<file path="config.mk">
export PLATFORM = sky130hd
export DESIGN_NAME = store_rmw_unit
export DESIGN_NICKNAME = d
export VERILOG_FILES = /design/src/rtl/store_rmw_unit.sv
export SDC_FILE = /design/constraint.sdc
export NUM_CORES = 1
export LEC_CHECK = 0
export CORE_ASPECT_RATIO = 0.7
export CORE_MARGIN = 3
export CORE_UTILIZATION = 44
export CTS_BUF_LIST = sky130_fd_sc_hd__clkbuf_16
export DETAILED_ROUTE_END_ITERATION = 8
export GPL_TIMING_DRIVEN = 0
export HOLD_SLACK_MARGIN = 0.03
export PLACE_DENSITY = 0.78
export SYNTH_ARGS = -nofsm -noshare
export SYNTH_HDL_FRONTEND = slang
export SYNTH_SLANG_ARGS = --single-unit
export TNS_END_PERCENT = 20
</file>
<file path="constraint.sdc">
create_clock -name clk -period 4.9 [get_ports clk]
set_input_delay 0.735 -clock clk [delete_from_list [all_inputs] [get_ports clk]]
set_output_delay 0.735 -clock clk [all_outputs]
set_load 0.02 [all_outputs]
</file>
<file path="src/rtl/store_rmw_unit.sv">
// Commits lane-positioned stores to a word-wide memory without byte enables.
// Partial-word stores are merged by read-modify-write; full words are written directly.
module store_rmw_unit #(
  parameter int ADDR_WIDTH = 32
) (
  input  logic                  clk,
  input  logic                  rst_n,
  input  logic                  in_valid,
  output logic                  in_ready,
  input  logic [ADDR_WIDTH-1:0] in_addr,
  input  logic [31:0]           in_data,
  input  logic [31:0]           in_mask,
  output logic                  mem_req,
  output logic                  mem_we,
  output logic [ADDR_WIDTH-1:0] mem_addr,
  output logic [31:0]           mem_wdata,
  input  logic                  mem_ready,
  input  logic                  mem_rvalid,
  input  logic [31:0]           mem_rdata,
  output logic                  done
);

  typedef enum logic [1:0] {IDLE, RD_REQ, RD_WAIT, WR_REQ} state_e;

  state_e                state_q, state_d;
  logic [ADDR_WIDTH-3:0] addr_q, addr_d;
  logic [31:0]           data_q, data_d;
  logic [31:0]           mask_q, mask_d;
  logic [31:0]           wdata_q, wdata_d;
  logic                  done_q, done_d;
  logic                  accept;
  logic                  unused_addr_lo;

  assign unused_addr_lo = ^in_addr[1:0];
  assign accept         = in_valid && (state_q == IDLE);

  always_comb begin
    state_d = state_q;
    addr_d  = addr_q;
    data_d  = data_q;
    mask_d  = mask_q;
    wdata_d = wdata_q;
    done_d  = 1'b0;
    case (state_q)
      IDLE: begin
        if (accept) begin
          addr_d = in_addr[ADDR_WIDTH-1:2];
          // Masking here scrubs undefined lanes before they reach any register.
          data_d = in_data & in_mask;
          mask_d = in_mask;
          if (in_mask == 32'hffff_ffff) begin
            wdata_d = in_data & in_mask;
            state_d = WR_REQ;
          end else if (in_mask == 32'h0) begin
            done_d = 1'b1;
          end else begin
            state_d = RD_REQ;
          end
        end
      end
      RD_REQ: begin
        if (mem_ready) state_d = RD_WAIT;
      end
      RD_WAIT: begin
        if (mem_rvalid) begin
          wdata_d = (mem_rdata & ~mask_q) | (data_q & mask_q);
          state_d = WR_REQ;
        end
      end
      WR_REQ: begin
        if (mem_ready) begin
          state_d = IDLE;
          done_d  = 1'b1;
        end
      end
      default: state_d = IDLE;
    endcase
  end

  always_ff @(posedge clk or negedge rst_n) begin
    if (!rst_n) begin
      state_q <= IDLE;
      addr_q  <= '0;
      data_q  <= '0;
      mask_q  <= '0;
      wdata_q <= '0;
      done_q  <= 1'b0;
    end else begin
      state_q <= state_d;
      addr_q  <= addr_d;
      data_q  <= data_d;
      mask_q  <= mask_d;
      wdata_q <= wdata_d;
      done_q  <= done_d;
    end
  end

  assign in_ready  = (state_q == IDLE);
  assign mem_req   = (state_q == RD_REQ) || (state_q == WR_REQ);
  assign mem_we    = (state_q == WR_REQ);
  assign mem_addr  = {addr_q, 2'b00};
  assign mem_wdata = wdata_q;
  assign done      = done_q;

endmodule
</file>
==> impl_metrics.env <==
export IMPL_seqPwrFrac_pct=34.7
export IMPL_synth_edf_count=0
export IMPL_yosysWarningCount=0
export IMPL_ys_seq_area_share_pct=54.8
export IMPL_grt_usage_pct=23.5
export IMPL_synthMuxAreaShare_pct=25.7
export IMPL_floorplan_initialDensity_pct=46.2
export IMPL_maxCapViolCount=0
export IMPL_drtAntennaViolNets=0
export IMPL_core_um2=12800
export IMPL_setup_viol=0
export IMPL_layout_commonest_cell="clkdlybuf4s50_1"
export IMPL_post_drt_wl_per_cell_um=19.3
export IMPL_worst_clock_skew_ns=0.00690
export IMPL_drive_above_1_share_pct=18.8
export IMPL_cp_num_buf_inv=2
export IMPL_async_reset_ff_share_pct=100
export IMPL_ys_seq_elements=129
export IMPL_fmax_mhz=368
export IMPL_p_int_mw=3.58
export IMPL_final_max_slew_violation_count=0
export IMPL_worst_slew_pin_slew_ns=0.646
export IMPL_cp_max_fo=10
export IMPL_post_cts_buffers=0
export IMPL_most_common_layout_cells="195 x clkdlybuf4s50_1, 129 x dfrtp_1, 69 x nand2_1, 66 x mux2_2, 60 x a21oi_1"
export IMPL_postLayoutCellArea_um2=8650
export IMPL_syn_inst=488
export IMPL_cts_tree="built"
export IMPL_powerDensity_nw_per_um2=630
export IMPL_fin_crit_sh_pct=55.5
export IMPL_finalHoldViolations=0
export IMPL_power_frac_comb_pct=43.5
export IMPL_port_buffers=196
export IMPL_postCtsHoldBufs=0
export IMPL_p_clk_share_pct=21.8
export IMPL_status="completed"
export IMPL_slew_limit_headroom_pct=56.9
export IMPL_syn_area_um2=5900
export IMPL_start_kind="input pin"
export IMPL_syn_area_per_cell_um2=12.1
export IMPL_place_hpwl_um=12700
export IMPL_grtUsageMet3_pct=7.42
export IMPL_rsz0062_at_grt="no"
export IMPL_path_clk_slew_ns=0.06
export IMPL_grt_overflow_total=0
export IMPL_synth_top_family_by_area="multiplexers"
export IMPL_grt_max_degree=76
export IMPL_dr_pass1_iters=4
export IMPL_cts_root_buffer="clkbuf_16"
export IMPL_critPathTopFamily="buffers and inverters"
export IMPL_dpl_instance_area_um2=8090
export IMPL_die_h_um=103
export IMPL_synth_xor_area_share_pct=0
export IMPL_numCtsBuffers=17
export IMPL_synthFlopType="dfrtp_1"
export IMPL_p_switching_mw=1.87
export IMPL_drt_iter0_drc=189
export IMPL_stdcell_count=880
export IMPL_grt_pass1_vias=5117
export IMPL_vias=4670
export IMPL_min_period_ns=2.72
export IMPL_leakage_nw=3.73
export IMPL_totalWireLength_um=17000
export IMPL_synth_adder_area_share_pct=1.06
export IMPL_total_power_mw=5.45
export IMPL_p_sw_share_pct=34.3
export IMPL_grt_pass1_wl_um=26700
export IMPL_top_usage_layer="met2"
export IMPL_use_met1_pct=31.5
export IMPL_crit_slowest_cell="clkdlybuf4s50_1"
export IMPL_htree_num_levels=4
export IMPL_drc=0
export IMPL_cp_end_kind="register"
export IMPL_insertion_delay_ns=0.40
export IMPL_synth_cell_types=28
export IMPL_synth_simple_gate_area_share_pct=7.30
export IMPL_cp_data_arrival_time_ns=3.00
export IMPL_met2_usage_pct=37.1
export IMPL_ir_drop_mv=0.403
export IMPL_cp_required_ns=5.18
export IMPL_chipWidth_um=144
export IMPL_synth_compound_area_share_pct=8.72
export IMPL_path_cells="clkdlybuf4s50_1 > nand4_1 > nor4_2 > nand3_1 > a21oi_4 > buf_6 > mux2_4"
export IMPL_rows=34
export IMPL_finalSetupTns_ns=0
export IMPL_cts_resized_gates=0
export IMPL_num_antenna_cells=0
export IMPL_vias_per_cell=5.31
export IMPL_cp_slowest_stage_delay_ns=0.63
export IMPL_pin_count=201
export IMPL_dp_cells=848
export IMPL_clock_sinks=129
export IMPL_area_growth_syn_to_layout_pct=46.7
export IMPL_grt_antenna_before_repair=0
export IMPL_nNetsFinal=843
export IMPL_finalWeightedCongestion=0.866
export IMPL_ctsLongestPathBuffers=2
export IMPL_hold_path_class="input pin to asynchronous set/reset pin"
export IMPL_critPathKind="input pin to register"
export IMPL_die_area_um2=14800
export IMPL_holdWs_ns=0.284
## power groups by stage
stage | clock network [mW] | logic, mW | registers, mW
floorplan | 0 | 1.13 | 2.14
global placement | 0 | 2.31 | 1.86
detailed placement | 0 | 2.38 | 1.90
CTS | 1.20 | 2.40 | 1.89
global route | 1.26 | 2.55 | 1.95
finish | 1.19 | 2.37 | 1.89
## through the flow
step                      worst slack (ns)  util, %
after floorplan                       2.78        -
after global placement               -1.85     63.2
after detailed placement              1.81     63.4
after CTS                             2.22     67.8
after global routing                  2.07     67.8
final                                 2.18     67.8
## cells by family after synthesis
| family | count (synthesis) |
|---|---|
| other cells | 1 |
| buf+inv | 30 |
| compound gates | 99 |
| simple gates | 96 |
| flops | 129 |
| mux | 128 |
| fa+ha+maj | 5 |
## cell type report
cell class / count / area, um2
fillers: 938 / 4120
clock inverters: 15 / 129
plain buffers: 25 / 124
multi-input cells: 330 / 2530
inverters: 5 / 18.8
clock buffers: 17 / 425
well taps: 162 / 203
flip-flops and latches: 129 / 3230
repair buffers: 197 / 1990
## flip-flops by register name, indices dropped and copies added, names as in the netlist
register	flops
data_q	32
mask_q	32
mem_wdata	32
addr_q	30
state_q	2
done	1
## worst reg2reg max path, cell delays in order, from the launching register on
cell and delay (ns):
dfrtp_1 0.40, inv_1 0.12, ha_1 0.28, nand2_1 0.36, clkbuf_1 0.51, clkbuf_1 0.52
o21ai_0 0.20
## cells in the mapped netlist, types with 2 or more instances
| cell | instances | area, um2 |
|---|---|---|
| a21oi_1 | 60 | 300 |
| buf_4 | 2 | 15.0 |
| buf_6 | 3 | 33.8 |
| clkbuf_1 | 19 | 71.3 |
| dfrtp_1 | 129 | 3230 |
| ha_1 | 5 | 62.6 |
| inv_1 | 5 | 18.8 |
| mux2_2 | 66 | 743 |
| mux2_4 | 30 | 450 |
| mux2i_1 | 32 | 320 |
| nand2_1 | 69 | 259 |
| nand3_1 | 2 | 10.0 |
| nand4_1 | 9 | 56.3 |
| nor2_1 | 3 | 11.3 |
| nor3_1 | 2 | 10.0 |
| nor4_1 | 6 | 37.5 |
| nor4_2 | 2 | 25.0 |
| o21ai_0 | 34 | 170 |
## metal layers
layer,share of wire (%),up-vias
li1,-,2169
met1,45,2291
met2,46,192
met3,7.9,18
met4,1.2,0
met5,0,-
## final timing paths
kind / start / to / slack [ns] / depth (start not counted)
worst max-delay path: in_mask[25] / mem_wdata[8]$_DFFE_PN0P_ / 2.18 / 7
worst min-delay path: rst_n / mem_wdata[27]$_DFFE_PN0P_ / 0.28 / 1
worst max register to register: state_q[0]$_DFFE_PN0P_ / data_q[28]$_DFFE_PN0P_ / 2.37 / 6
worst min register to register: data_q[30]$_DFFE_PN0P_ / data_q[30]$_DFFE_PN0P_ / 0.47 / 2
max in group asynchronous: rst_n / mem_wdata[13]$_DFFE_PN0P_ / 3.88 / 2
min in group clk: data_q[30]$_DFFE_PN0P_ / data_q[30]$_DFFE_PN0P_ / 0.47 / 2
Power figures use the tool's default switching activity.
